[src/rtl/riscv_alu_pkg.sv]
// Shared ALU-side types: operand/result width, op-code width, requester IDs
// and the operand/op bundle handed to the shared ALU.
package riscv_alu_pkg;

  localparam int unsigned XLEN    = 32;
  localparam int unsigned ALU_OPW = 5;

  typedef enum logic {
    REQ_EXE = 1'b0,
    REQ_BRU = 1'b1
  } req_id_t;

  typedef struct packed {
    logic [XLEN-1:0]    src0;
    logic [XLEN-1:0]    src1;
    logic [ALU_OPW-1:0] op;
  } alu_req_t;

endpackage

[src/rtl/rr_arb2.sv]
// Two-way round-robin arbiter: combinational grant plus last-grant history.
module rr_arb2
  import riscv_alu_pkg::*;
(
  input  logic       clk,
  input  logic       rst,
  input  logic [1:0] valid,
  input  logic       accept,
  output req_id_t    grant
);

  req_id_t last_grant_q, last_grant_d;

  // Lone requester wins; on contention (or idle) favour the one not served last.
  always_comb begin
    grant = (last_grant_q == REQ_EXE) ? REQ_BRU : REQ_EXE;
    if (valid == 2'b01) grant = REQ_EXE;
    else if (valid == 2'b10) grant = REQ_BRU;
  end

  // History only moves on a real handshake.
  always_comb begin
    last_grant_d = accept ? grant : last_grant_q;
  end

  // History register; reset favours requester 0 at the first contention.
  always_ff @(posedge clk or posedge rst) begin
    if (rst) last_grant_q <= REQ_BRU;
    else     last_grant_q <= last_grant_d;
  end

endmodule

[src/rtl/alu_share_arb.sv]
// Shares one combinational ALU between the execute and branch/address paths:
// round-robin accept into an operand stage that drives the ALU, then a result
// stage returned over a valid/ready response channel.
module alu_share_arb
  import riscv_alu_pkg::*;
#(
  parameter int unsigned XLEN = 32,
  parameter int unsigned OPW  = 5
) (
  input  logic            clk,
  input  logic            rst,
  input  logic            req0_valid,
  output logic            req0_ready,
  input  logic [XLEN-1:0] req0_src0,
  input  logic [XLEN-1:0] req0_src1,
  input  logic [OPW-1:0]  req0_op,
  input  logic            req1_valid,
  output logic            req1_ready,
  input  logic [XLEN-1:0] req1_src0,
  input  logic [XLEN-1:0] req1_src1,
  input  logic [OPW-1:0]  req1_op,
  output logic [XLEN-1:0] alu_src0,
  output logic [XLEN-1:0] alu_src1,
  output logic [OPW-1:0]  alu_op,
  input  logic [XLEN-1:0] alu_res,
  output logic            resp_valid,
  input  logic            resp_ready,
  output logic            resp_id,
  output logic [XLEN-1:0] resp_res
);

  req_id_t         grant;
  logic            s1_ready, s2_ready, accept, s1_xfer;
  alu_req_t        sel_req;
  alu_req_t        s1_req_q, s1_req_d;
  logic            s1_valid_q, s1_valid_d;
  req_id_t         s1_id_q, s1_id_d;
  logic            resp_valid_q, resp_valid_d;
  req_id_t         resp_id_q, resp_id_d;
  logic [XLEN-1:0] resp_res_q, resp_res_d;

  rr_arb2 u_arb (
    .clk    (clk),
    .rst    (rst),
    .valid  ({req1_valid, req0_valid}),
    .accept (accept),
    .grant  (grant)
  );

  // Handshake and stage-advance conditions; ready is masked during reset.
  always_comb begin
    s2_ready   = !resp_valid_q || resp_ready;
    s1_ready   = !s1_valid_q || s2_ready;
    s1_xfer    = s1_valid_q && s2_ready;
    accept     = s1_ready && (req0_valid || req1_valid);
    req0_ready = s1_ready && !rst && (grant == REQ_EXE);
    req1_ready = s1_ready && !rst && (grant == REQ_BRU);
  end

  // Operand stage: load the granted bundle, otherwise hold so the ALU inputs stay quiet.
  always_comb begin
    sel_req    = (grant == REQ_BRU) ? '{src0: req1_src0, src1: req1_src1, op: req1_op}
                                    : '{src0: req0_src0, src1: req0_src1, op: req0_op};
    s1_req_d   = s1_req_q;
    s1_id_d    = s1_id_q;
    s1_valid_d = s1_valid_q;
    if (accept) begin
      s1_req_d   = sel_req;
      s1_id_d    = grant;
      s1_valid_d = 1'b1;
    end else if (s1_xfer) begin
      s1_valid_d = 1'b0;
    end
  end

  // Result stage: capture the ALU output on transfer, drop valid on drain.
  always_comb begin
    resp_valid_d = resp_valid_q;
    resp_id_d    = resp_id_q;
    resp_res_d   = resp_res_q;
    if (s1_xfer) begin
      resp_valid_d = 1'b1;
      resp_id_d    = s1_id_q;
      resp_res_d   = alu_res;
    end else if (resp_ready) begin
      resp_valid_d = 1'b0;
    end
  end

  // Pipeline registers.
  always_ff @(posedge clk or posedge rst) begin
    if (rst) begin
      s1_req_q     <= '0;
      s1_id_q      <= REQ_EXE;
      s1_valid_q   <= 1'b0;
      resp_valid_q <= 1'b0;
      resp_id_q    <= REQ_EXE;
      resp_res_q   <= '0;
    end else begin
      s1_req_q     <= s1_req_d;
      s1_id_q      <= s1_id_d;
      s1_valid_q   <= s1_valid_d;
      resp_valid_q <= resp_valid_d;
      resp_id_q    <= resp_id_d;
      resp_res_q   <= resp_res_d;
    end
  end

  assign alu_src0   = s1_req_q.src0;
  assign alu_src1   = s1_req_q.src1;
  assign alu_op     = s1_req_q.op;
  assign resp_valid = resp_valid_q;
  assign resp_id    = resp_id_q;
  assign resp_res   = resp_res_q;

endmodule
[config.mk]
export PLATFORM = sky130hd
export DESIGN_NAME = alu_share_arb
export DESIGN_NICKNAME = d
export VERILOG_FILES = /design/src/rtl/riscv_alu_pkg.sv /design/src/rtl/rr_arb2.sv /design/src/rtl/alu_share_arb.sv
export SDC_FILE = /design/constraint.sdc
export NUM_CORES = 1
export LEC_CHECK = 0
export ABC_AREA = 1
export CORE_AREA = 2 2 140 101
export CTS_CLUSTER_DIAMETER = 50
export DETAILED_ROUTE_END_ITERATION = 8
export DIE_AREA = 0 0 142 103
export PLACE_DENSITY = 0.81
export SKIP_LAST_GASP = 1
export SLEW_MARGIN = 10
export SYNTH_ARGS = -nofsm -noshare
export SYNTH_HDL_FRONTEND = slang
export SYNTH_HIERARCHICAL = 1
export SYNTH_SLANG_ARGS = --single-unit
[constraint.sdc]
create_clock -name clk -period 5.2 [get_ports clk]
set_clock_uncertainty 0.05 [all_clocks]
set_input_delay 1.04 -clock clk [delete_from_list [all_inputs] [get_ports clk]]
set_output_delay 1.04 -clock clk [all_outputs]
set_load 0.01 [all_outputs]
# After elaboration in Yosys (flattened, before gate mapping)
# Index checks and enable logic that the tools add are counted.
[word_totals]
reg_bits = 106
inputBits = 175
elab_cells = 33
out_inout_bits = 105
[op_classes]
n_reduce_logical = 13
n_mux = 8
n_bitwise = 1
n_eq_ne = 2
[ops]
columns = ["op", "n"]
rows = [
  ["69-bit 2-to-1 mux", 1],
  ["1-bit 2-to-1 mux", 7],
  ["1-bit logical AND", 5],
  ["2-bit nonzero test", 2],
  ["1-bit zero test", 3],
  ["1-bit logical OR", 3],
  ["2-bit by 1-bit == test with 1-bit output, second input constant", 1],
  ["2-bit == test, second input constant", 1],
  ["1-bit NOT", 1],
]

# Logic depth before layout (Yosys ltp)
# Gate-level depths: netlist (run 1).
[logic_depth]
ltp_word = 5
mapped_depth = 10
depth_no_buf = 8

# By module
# Netlist (run 1), hierarchy kept.
[modules_own_cells]
columns = ["module", "n_inst", "area_per_inst_um2", "cells_per_inst", "seq_area_each_um2"]
rows = [
  ["alu_share_arb", 1, 5027.3, 683, 2627.5],
  ["rr_arb2", 1, 66.3, 11, 26.3],
]

# Least setup slack after synthesis (run 1)
# OpenSTA, ideal clock, no wires.
[synth_path]
path_kind = "input port to output port"
from = "in rst"
to = "out req0_ready"
arrival_ns = 3.703
path_buffers = 0
required_ns = 4.110
path_slack_ns = 0.407
cell_stages = 3
cell_sequence = "inv_1 > nand2_1 > nor2_1"
[synth_between]
elab_chain_len = 3
[synth_rtl]
columns = ["element", "line", "text"]
rows = [
  ["start: declaration", "alu_share_arb.sv:11", "input logic rst,"],
  ["1-bit zero test (no source line)", "--", ""],
  ["1-bit logical AND (2 in series)", "alu_share_arb.sv:56", "req0_ready = s1_ready && !rst && (grant == REQ_EXE);"],
  ["end: declaration", "alu_share_arb.sv:13", "output logic req0_ready,"],
]
# No other way between the ends.

# Worst setup path in the final report (run 1)
[layout_path]
from = "in req0_valid"
to = "out req1_ready"
[layout_between]
elab_chain_len = 4
word_cells_on_any_way = 5
cone_classes = "2 x eq/ne; 2 x mux; 1 x reduce/logical"
[layout_rtl]
columns = ["element", "line", "text"]
rows = [
  ["start: declaration", "alu_share_arb.sv:12", "input logic req0_valid,"],
  ["2-bit == test", "rr_arb2.sv:18", "else if (valid == 2'b10) grant = REQ_BRU;"],
  ["1-bit 2-to-1 mux", "rr_arb2.sv:18", ""],
  ["1-bit 2-to-1 mux *", "rr_arb2.sv:17", "if (valid == 2'b01) grant = REQ_EXE;"],
  ["net grant", "alu_share_arb.sv:32", "req_id_t grant;"],
  ["1-bit logical AND *", "alu_share_arb.sv:57", "req1_ready = s1_ready && !rst && (grant == REQ_BRU);"],
  ["end: declaration", "alu_share_arb.sv:18", "output logic req1_ready,"],
]
# Mark *: on every way through the listed nets, which the timed path passes. The rest lies on a longest branch.

==> results of run 1 <==
critical path, cell delays in order:
cell and delay (ps):
sky130_fd_sc_hd__clkdlybuf4s50_1 440, sky130_fd_sc_hd__nand2_1 80, sky130_fd_sc_hd__nand2_1 60, sky130_fd_sc_hd__nand2_2 290, sky130_fd_sc_hd__inv_2 70, sky130_fd_sc_hd__nor2_1 100
sky130_fd_sc_hd__clkdlybuf4s50_1 540
cells by family after synthesis:
group / share of synthesized area (%)
buf+inv: 5.58
flops: 52.1
simple gates: 42.3
registers in the layout, summed over array words and instances, names as in the netlist:
| register | flops |
|---|---|
| alu_src1 | 32 |
| resp_valid | 1 |
| alu_src0 | 32 |
| resp_res | 32 |
| resp_id | 1 |
| s1_id_q | 1 |
| u_arb/last_grant_q | 1 |
| alu_op | 5 |
| s1_valid_q | 1 |
through the flow:
step	hold WS, ps	power [mW]	std cells	setup WS (ps)	utilization [%]
floorplan	393	1.80	694	407	-
detailed placement	407	2.55	1107	1450	58.8
CTS	426	3.29	1123	1460	61.3
global route	441	3.47	1123	1390	61.3
finish	427	3.26	1123	1480	61.3
global placement	402	2.53	1107	1500	58.8
synthesized netlist by cell type:
| cell type | number |
|---|---|
| sky130_fd_sc_hd__nand2_1 | 424 |
| sky130_fd_sc_hd__dfrtp_1 | 105 |
| sky130_fd_sc_hd__nand3_1 | 103 |
| sky130_fd_sc_hd__buf_2 | 29 |
| sky130_fd_sc_hd__buf_4 | 11 |
| sky130_fd_sc_hd__inv_1 | 8 |
| sky130_fd_sc_hd__clkbuf_1 | 6 |
| sky130_fd_sc_hd__nor2_1 | 2 |
| sky130_fd_sc_hd__dfstp_2 | 1 |
| sky130_fd_sc_hd__inv_2 | 1 |
| sky130_fd_sc_hd__nand2_2 | 1 |
| sky130_fd_sc_hd__nand2_4 | 1 |
| sky130_fd_sc_hd__nand3_4 | 1 |
| sky130_fd_sc_hd__or2_0 | 1 |
final cells by class:
type,count,area (um^2)
sequential,106,2650
timing repair buffer,288,2860
tap,171,214
clock buffer,9,225
clock inverter,7,100
multi-input combinational,533,2160
fill,1192,5220
inverter,9,36.3
power groups by stage:
stage               Clock (mW)  Combinational [mW]  Sequential [mW]
global placement             0                1.32             1.20
finish                   0.729                1.33             1.20
detailed placement           0                1.35             1.21
global route             0.782                1.46             1.23
floorplan                    0               0.489             1.31
CTS                      0.743                1.35             1.20
per-layer routing:
| layer | track usage, % | vias up |
|---|---|---|
| met4 | 5.31 | 0 |
| met1 | 28.7 | 2472 |
| met5 | 0 | - |
| li1 | - | 2660 |
| met2 | 39.1 | 221 |
| met3 | 6.27 | 21 |
how the worst max path moves through the flow:
stage / start / slack (ps) / endpoint / depth (start not counted)
3_3_place_gp: req0_valid / 1500 / req0_ready / 6
2_1_floorplan: rst / 410 / req0_ready / 3
3_5_place_dp: req0_valid / 1450 / req1_ready / 7
4_1_cts: req0_valid / 1460 / req1_ready / 7
5_1_grt: req0_valid / 1390 / req0_ready / 6
6_report: req0_valid / 1480 / req1_ready / 7
cells in the final DEF (no fill, tap or decap), types with 2 or more instances in the layout:
master,n
sky130_fd_sc_hd__nand2_1,422
sky130_fd_sc_hd__clkdlybuf4s50_1,279
sky130_fd_sc_hd__dfrtp_1,105
sky130_fd_sc_hd__nand3_1,103
sky130_fd_sc_hd__clkbuf_16,9
sky130_fd_sc_hd__buf_4,9
sky130_fd_sc_hd__inv_1,7
sky130_fd_sc_hd__nand2_2,3
sky130_fd_sc_hd__nor2_1,2
sky130_fd_sc_hd__clkinv_4,2
sky130_fd_sc_hd__clkinv_8,2
==> summary by stage, run 1 <==
Outcome
The run finished with clean final reports.

Die
The floorplan die area is roughly 15000 um^2. The floorplan step defined a core boundary enclosing approximately 13000 um^2. The initial utilization of the core area, before any placement, comes to around 38%. The initialized floorplan defines 36 standard-cell rows. The overall die height is 103 um.

The die width is between 100 and 150 um. The I/O pin count is between 200 and 300.

Synth
The number of synthesized register bits is ~110. Summed over its instances, the top area cell type makes up approximately half of the synthesized netlist area. The netlist area before placement is around 5100 um^2. After synthesis, the cell types taking the most area are sky130_fd_sc_hd__dfrtp_1 52%, sky130_fd_sc_hd__nand2_1 31%, sky130_fd_sc_hd__nand3_1 10%, sky130_fd_sc_hd__buf_2 2.8%, sky130_fd_sc_hd__buf_4 1.6%. The Yosys step of the flow raised 6 warnings. The netlist uses 14 different library cells.

The number of nets in the synthesized netlist is 869. In the synthesized netlist, the number of instances is between 600 and 700. The average size of a mapped cell is ~7.3 um^2. The library cell with the largest summed area after synthesis is sky130_fd_sc_hd__dfrtp_1. Of the synthesized area, sequential elements account for 52.1%.

Timing
The shortest clock period the worst path allows after layout is ~3700 ps. The actual transition at the worst max-transition pin is about 840 ps. Setup violations remaining at the end of the flow were counted as 0. For this run, the top clock speed supported by timing is between 200 and 300 MHz. The final count of hold timing violations is 0.

The final count of pins violating max slew came to 0. Dividing the final minimum period by the clock period gives ~71%. Setup repair after global routing left no endpoint under its margin.

The normalized max-slew margin is 44.2%. The summed negative setup slack over all endpoints is 0 ps.

Clocking
For this design, the CTS-stage hold fixing added 0 buffers. The number of levels the H-tree was split into is 3. The post-cts resize count is 0.

The number of buffers inserted by post-CTS setup repair is 0. The maximum clock path buffer count is 2. The number of clock buffers inserted by TritonCTS is 9. Clock-pin slew was measured on the worst setup and hold paths at about 80 ps. The clock tree from TritonCTS is yes. The clock reaches the later pin of the worst-skew pair after between 300 and 400 ps. The count of clock tree sinks is around 110.

The buffer cell driving the clock tree root is sky130_fd_sc_hd__clkbuf_16.

Worst setup path
At the worst endpoint, the arrival time is 2630 ps. In this run the critical register-to-register path is captured at u_arb/last_grant_q$_DFFE_PP1P_. The worst register-to-register path has a setup slack of 2550 ps. The worst path required time is roughly 4100 ps. The reg-to-reg critical path startpoint is s1_valid_q$_DFFE_PP0P_. The critical path capture point type is a primary output. The worst reg-to-reg path cell count is 7. The critical path is of the in -> out type. In this run the worst path has a maximum fanout of 14.

The worst setup path is launched from an input port.

Pwr
The net switching power is about 1.1 mW. Combinational cells account for a little over 40% of the total power. The power per unit of standard cell area is slightly below 400 nW/um^2. Cell internal power was estimated by the tool at about 2.1 mW.

Net switching is 34.7% of the power. The analysis attributes to cell leakage a power of 4.15 nW. IR analysis of the VDD net gives a maximum drop of 277 uV. The sequential power share is a little under two fifths. The clock network is responsible for roughly 22% of the overall power.

Route
In this run the top signal layer used is met4. After detailed routing, the average wire length per cell comes to roughly 15 um. The first detailed-routing pass ran for 6 iterations. The length of routed met2 wiring is 8200 um.

In the routed design, unresolved DRC markers number 0. The detailed router put a total of roughly 7000 um of wire on met1. The residual antenna-violating net count after detailed routing is 0. The overall via count from detail_route is about 5400. The post-detailed-route via-to-cell ratio is 4.79. The overall routed net length is 16800 um.

The first routing iteration left 244 violations. The routed design uses 1310 um of met3 wire.

Worst hold path
The hold-critical path endpoint is resp_res[13]$_DFFE_PP0P_. The worst hold path passes through 2 cells. The tightest min-delay check is of the reg -> reg type. The hold path startpoint is resp_res[13]$_DFFE_PP0P_.

Global routing
The global route total overflow is 0. The global routing usage summed across all routing layers is 22.7%. The first global-routing pass estimated 25900 um of wire. The number of global-route vias before repair is slightly above 5000. The initial antenna violation count is 0. Entering global routing, the biggest net connects 73 pins.

Cells and area
Once layout is done, the placed cells without fillers occupy 8250 um^2. The net total in the final layout is about 1100. The post-synthesis to final-layout area growth is 62.0%.

The fraction of final layout cells sized beyond drive strength 1 is 3.47%. 0 antenna diodes ended up in the layout.

Placement
The number of port buffers is 279. The half-perimeter wire length after detailed placement is around 12000 um. The placed instances occupy a cell area of slightly below 8000 um^2.

The global placer's final weighted congestion is between 0.7 and 0.8.

Run
Max-cap violations in this run came to 0.
No activity file was read; power rests on OpenSTA's default activity.
==> run 2: changes to the inputs <==
- clock period: 5.2 -> 3.8 ns (I/O delays scaled with it)
==> run 2 against run 1 <==
  * Sequential share of layout area hardly changed
  * Global-route usage is 0.45 points lower
  * Worst hold slack worse by 5.3 ps
  * First-iteration DRC count is 10% lower
  * Power is 36% higher
  * Setup slack worse by 890 ps
  * Final cell count hardly changed
  * Utilization hardly changed
  * Highest routed layer unchanged
==> summary by stage, run 2 (same netlist as run 1, synthesis figures left out) <==
Die
The die is between 100 and 150 um wide. The overall die height is a little over 100 um. The I/O pin count is 280. The die covers around 15000 um^2.

Row generation in the floorplan step produced 36 rows. The core outline area is roughly 13000 um^2. The starting utilization of the core area is 37.8%.

Timing
The final count of pins violating max slew is 0. Setup violations remaining at the end of the flow were counted as 0. The highest attainable clock frequency is 312 MHz. The final count of hold timing violations is 0. Setup total negative slack on the finished layout was measured at 0 ps.

The shortest clock period the worst path allows after layout is ~3200 ps. Setup repair after global routing left no endpoint under its margin. The normalized max-slew margin is between 30% and 40%.

The actual transition at the worst max-transition pin is ~1000 ps. The portion of the clock cycle consumed by the worst path in the final layout is between 80 and 90%.

Clocking
Clock latency on the worst-skew pair, taken at its later pin, is ~340 ps. The post-cts resize count is 0. Clock-pin slew was measured on the worst setup and hold paths at approximately 70 ps. Clock tree synthesis inserted a total of 9 buffers. The buffer cell driving the clock tree root is sky130_fd_sc_hd__clkbuf_16. In this run the number of H-tree levels came out at 3.

Once the clock tree was built, the setup fixing pass inserted 0 buffers. The clock tree from TritonCTS is yes. Counting every sink on the clock net gives between 100 and 150.

The number of hold buffers added after CTS was 0. The maximum clock path buffer count is 2.

Worst setup path
STA classifies the critical path startpoint as an input port. The critical path capture point type is a primary output. The critical register-to-register path endpoint is u_arb/last_grant_q$_DFFE_PP1P_.

STA puts the critical path data required time at between 2000 and 3000 ps. The critical path class is in -> out. For the worst flop-to-flop path, the logic depth is 8. The worst register-to-register path begins at s1_valid_q$_DFFE_PP0P_. The largest fanout on the critical path is 19.

The critical path data arrival time is between 2000 and 2500 ps. The worst setup slack for register-to-register paths is roughly 1600 ps.

Cells and area
The final cell count without fillers is roughly 1100. After filler insertion, the fill cell instance count of the layout stands at roughly 1200. The post-synthesis to final-layout area growth is 62.1%.

In the final layout, the share of cells above drive strength 1 is 3.57%. After the last flow step, the layout net total stands at roughly 1100. The library cell used most frequently in the layout, excluding fill and tap cells, is sky130_fd_sc_hd__nand2_1. The top cell types in the final layout, fill and taps aside, are 422 x sky130_fd_sc_hd__nand2_1, 279 x sky130_fd_sc_hd__clkdlybuf4s50_1, 105 x sky130_fd_sc_hd__dfrtp_1, 103 x sky130_fd_sc_hd__nand3_1, 10 x sky130_fd_sc_hd__buf_4.

The antenna diode count is 0.

Route
The number of violations reported at the end of detailed-routing iteration 0 is approximately 220. The overall via count from detail_route is approximately 5400. The overall routed net length is roughly 16000 um. The detail route stage leaves a number of antenna-violating nets equal to 0.

The routed wire length per instance is 14.5 um. The iteration count of the initial detailed-routing pass is 4. In the routed layout, each cell is associated on average with a via count of around 4.8. After detailed routing, the number of remaining DRC violations is 0.

Worst hold path
The path class of the lowest-slack min-delay path is reg -> reg. For hold timing, the worst endpoint is resp_res[22]$_DFFE_PP0P_. The worst hold path stage count is 2.

The hold path startpoint is resp_res[22]$_DFFE_PP0P_.

Placement
The total placed cells including tap cells is 1108. The half-perimeter wire length after detailed placement is about 11000 um. The number of port buffers is 279. The global placer's final weighted congestion is 0.750.

Pwr
In this run the static leakage power is around 4.1 nW. The share of total power dissipated in the clock network is 22.1%. The analysis attributes to net switching a power of about 1.5 mW. The internal portion of the total power is a little under 3 mW. VDD sags by at most 273 uV.

Sequential cells account for roughly 37% of the total power. The switching share of total power is roughly a third. The logic gate share of total power is between 40% and 50%. The power per unit of standard cell area is 537 nW/um^2.

Global routing
For this run the aggregate overflow at the end of global routing stands at 0. The first global-routing pass estimated 25600 um of wire. The number of global-route vias before repair is roughly 5000. The initial antenna violation count came to 0. The global routing usage summed across all routing layers is around 22%. The pin count of the biggest net entering global routing is roughly 80.

Run
The count of maximum capacitance violations is 0.

Outcome
The flow ran to the end, and the final reports show no timing, DRC or antenna violations.
## run 2: changes by cell type in the layout (fill, tap and decap cells not counted), sizes merged
cell | before | now
buf | 9 | 10
clkinvlp | 0 | 1
inv | 11 | 10
## run 2: power by group through the flow
stage                     registers [mW]  logic [mW]  clock network (mW)
final                               1.63        1.82               0.979
after global placement              1.64        1.81                   0
after detailed placement            1.64        1.84                   0
after global routing                1.68        2.00                1.06
after floorplan                     1.79       0.670                   0
after CTS                           1.63        1.84                1.01
## run 2: critical path, cell delays in order
cell,delay (ps)
sky130_fd_sc_hd__clkdlybuf4s50_1,500
sky130_fd_sc_hd__inv_1,50
sky130_fd_sc_hd__nand2_1,70
sky130_fd_sc_hd__nand2_2,260
sky130_fd_sc_hd__nor2_1,190
sky130_fd_sc_hd__clkdlybuf4s50_1,550
## run 2: worst max path at each step
stage,startpoint,end,slack (ps),depth (start not counted)
after CTS,req0_valid,req0_ready,570,6
after floorplan,rst,req0_ready,360,3
after global routing,req0_valid,req1_ready,480,7
after detailed placement,req0_valid,req0_ready,590,6
final,req0_valid,req0_ready,590,6
after global placement,req0_valid,req1_ready,620,7
## run 2: final cells by class
cell class / count / area [um^2] / share of cell area [%]
Clock inverter: 7 / 97.6 / 1.18
Tap cell: 171 / 214 / 2.59
Multi-Input combinational cell: 533 / 2160 / 26.2
Inverter: 9 / 37.5 / 0.455
Clock buffer: 9 / 225 / 2.73
Sequential cell: 106 / 2650 / 32.1
Timing Repair Buffer: 289 / 2870 / 34.7
## run 2: stage by stage
| stage | utilization, % | hold slack (ps) | power, mW | cell area, um^2 | setup slack (ps) |
|---|---|---|---|---|---|
| 2_1_floorplan | - | 393 | 2.46 | 5100 | 359 |
| 3_3_place_gp | 58.9 | 404 | 3.45 | 7930 | 622 |
| 3_5_place_dp | 58.9 | 407 | 3.48 | 7930 | 587 |
| 4_1_cts | 61.3 | 425 | 4.48 | 8260 | 571 |
| 5_1_grt | 61.3 | 444 | 4.73 | 8260 | 481 |
| 6_report | 61.3 | 422 | 4.43 | 8260 | 592 |
## run 2: routing by layer
metal / part of all wire (%) / GRT usage, %
met2: 47 / 37.1
met4: 1.5 / 5.46
met1: 44 / 29.0
met3: 7.6 / 6.13
met5: 0 / 0
==> run 3: changes to the inputs <==
- CORE_AREA: 2 2 140 101 -> 2 2 148 106
- DIE_AREA: 0 0 142 103 -> 0 0 150 108
- PLACE_DENSITY: 0.81 -> 0.77
- clock period: 3.8 -> 2.77 ns (I/O delays scaled with it)
==> run 3 against run 2 <==
  * Critical endpoint is now req1_ready
  * Count of clock-buffer cells in the layout did not move
  * Final area rose by 0.97%
  * Clock power is 39% higher
  * Die area grew 11%
==> summary by stage, run 3 (same netlist as run 1, synthesis figures left out) <==
Pwr
Combinational logic burns between 40% and 50% of the power. The cell-internal power is a little over 4 mW. The power per unit of standard cell area is between 700 and 800 nW/um^2. The clock network is responsible for 22.2% of the overall power. IR analysis of the VDD net gives a maximum drop of between 300 and 400 uV. Net switching is around a third of the power. The net switching power is around 2.1 mW.

Summing internal, switching and leakage power gives approximately 6.1 mW. The leakage power figure is around 4.2 nW. Registers are responsible for between 30% and 40% of the overall power.

Global routing
The global routing usage on met2 is between 30% and 40%. Entering global routing, the biggest net connects between 70 and 80 pins. For this run the aggregate overflow at the end of global routing stands at 0.

Across every metal layer, demand over resource in global routing totals approximately a fifth. The number of global-route vias before repair was between 5000 and 6000. The global-route wire length before repair is ~27000 um.

The initial antenna violation count is 1. The busiest layer in global routing is met2. The met3 capacity usage during global routing is slightly above 6%. The global-route track usage on met1 is around a quarter.

Outcome
The run finished with clean final reports.

Route
Using the TritonRoute via totals, the vias-per-cell ratio works out to roughly 4.6. Wires add up to 17100 um. The residual antenna-violating net count after detailed routing is 0.

The detailed router finished its first iteration with approximately 250 violations. The detailed router placed about 5300 vias in this run. The number of remaining DRC errors is 0. The routed wire length per instance is about 15 um. The pre-antenna-repair detailed-routing pass consisted of 5 iterations.

Worst setup path
The biggest cell delay along the critical path is 570 ps. The critical path goes through clkdlybuf4s50_1 > inv_1 > nand2_1 > nand2_2 > inv_2 > nor2_1 > clkdlybuf4s50_1. The cell family with the largest share of critical-path delay is buffers and inverters.

The worst setup path is launched from an input port. The largest fanout on the critical path is 3. The critical path capture point type is a primary output. The most numerous cell type found on the critical path is sky130_fd_sc_hd__clkdlybuf4s50_1. Together, buffers and inverters on the worst path number 4.

By startpoint and endpoint, the worst setup path is classified as in -> out. The critical path data arrival time is slightly below 2000 ps. The highest-delay cell along the critical path is sky130_fd_sc_hd__clkdlybuf4s50_1. The worst path required time is roughly 2200 ps.

Cells and area
The post-synthesis to final-layout area growth is 63.7%. The cell area after layout is 8340 um^2. Leaving out fill and tap cells, the most frequent cells in the layout are 422 x sky130_fd_sc_hd__nand2_1, 279 x sky130_fd_sc_hd__clkdlybuf4s50_1, 105 x sky130_fd_sc_hd__dfrtp_1, 103 x sky130_fd_sc_hd__nand3_1, 14 x sky130_fd_sc_hd__buf_4. The final cell count without fillers is between 1000 and 1500. The net count of the finished layout is between 1000 and 1500.

The fraction of final layout cells sized beyond drive strength 1 is 4.07%. The most common cell after layout, fill and taps aside is sky130_fd_sc_hd__nand2_1.

Placement
Summing all placed instances gives a cell area of 8010 um^2. The HPWL after detailed placement is around 12000 um. The post-placement setup slack is approximately 170 ps. The total placed cells including tap cells is 1137.

Buffers placed on the I/O ports in this run total around 280. At the end of routability-driven placement, the weighted congestion stood at about 0.75.

Timing
The routed design could run at a clock period as short as ~2600 ps. The final setup violation count is 0. Derived from the worst setup path, the maximum achievable clock frequency is roughly 390 MHz. The final critical path takes up 93.1% of the cycle. Once routing completed, OpenROAD measured the worst setup slack at 190 ps.

For the pin with the worst max-slew slack, the measured transition is 788 ps. Setup repair after global routing left no endpoint under its margin. The final count of pins violating max slew came to 0. The final count of hold timing violations came to 0. The normalized max-slew margin is about 47%.

Die
The overall die height is between 100 and 150 um. The starting utilization of the core area is between 30% and 40%. The initialized floorplan defines 37 standard-cell rows.

The die width is ~150 um. The floorplan step defined a core boundary enclosing 14600 um^2. The die covers roughly 16000 um^2. For this design the top-level I/O count stands at between 200 and 300.

Clocking
The number of setup buffers added after CTS is 0. The maximum clock path buffer count is 2. TritonCTS built the clock tree. The number of gates resized after CTS was 0.

CTS built an H-tree with a depth of 3. The count of clock tree sinks is approximately 110. Buffers inserted during clock tree synthesis total 9. After clock tree synthesis, the clock-pin slew on the worst setup and hold paths is 70 ps. The buffer cell driving the clock tree root is sky130_fd_sc_hd__clkbuf_16.

The hold buffer count at CTS is 0. The clock latency on the worst-skew pair is approximately 330 ps.

Worst hold path
The path class of the lowest-slack min-delay path is reg -> reg.

Run
The tool flagged a number of max-cap violations equal to 0.
## run 3: final timing paths
check                           depth (start not counted)  slack [ps]                           start                        endpoint
worst max-delay path                                    7         190                      req0_valid                      req1_ready
worst min-delay path                                    2         420        resp_res[17]$_DFFE_PP0P_        resp_res[17]$_DFFE_PP0P_
worst max register to register                          9         830  u_arb/last_grant_q$_DFFE_PP1P_        alu_src1[27]$_DFFE_PP0P_
worst min register to register                          2         420        resp_res[17]$_DFFE_PP0P_        resp_res[17]$_DFFE_PP0P_
max in group asynchronous                               3        1360                             rst         alu_src1[0]$_DFFE_PP0P_
min in group asynchronous                               2         550                             rst  u_arb/last_grant_q$_DFFE_PP1P_
## run 3: layout make-up
| cell class | count | area (um^2) |
|---|---|---|
| diodes | 1 | 2.50 |
| clock buffers | 9 | 225 |
| clock inverters | 7 | 95.1 |
| fillers | 1360 | 6290 |
| inverters | 9 | 37.5 |
| multi-input cells | 533 | 2160 |
| flip-flops and latches | 106 | 2650 |
| well taps | 195 | 244 |
| repair buffers | 294 | 2920 |
## run 3: power groups by stage
stage | logic [mW] | registers (mW) | clock network, mW
floorplan | 0.919 | 2.46 | 0
global placement | 2.53 | 2.25 | 0
detailed placement | 2.56 | 2.26 | 0
CTS | 2.56 | 2.24 | 1.41
global route | 2.78 | 2.30 | 1.46
finish | 2.53 | 2.24 | 1.36
## run 3: tightest hold or removal path, stage by stage (launching register included)
cell and delay [ps]:
sky130_fd_sc_hd__dfrtp_1 340, sky130_fd_sc_hd__nand2_1 50, sky130_fd_sc_hd__nand2_1 50
## run 3: stage by stage
stage / setup TNS (ps) / hold slack, ps / util, %
floorplan: -438 / 393 / -
global placement: 0 / 403 / 54.8
finish: 0 / 424 / 57.0
CTS: 0 / 426 / 57.0
detailed placement: 0 / 407 / 54.8
global route: 0 / 447 / 57.0
## run 3: routing by layer
| layer | part of all wire [%] | routed length (um) |
|---|---|---|
| met1 | 42 | 7170 |
| met2 | 47 | 7990 |
| met4 | 1.7 | 293 |
| met5 | 0 | 0 |
| met3 | 9.5 | 1630 |
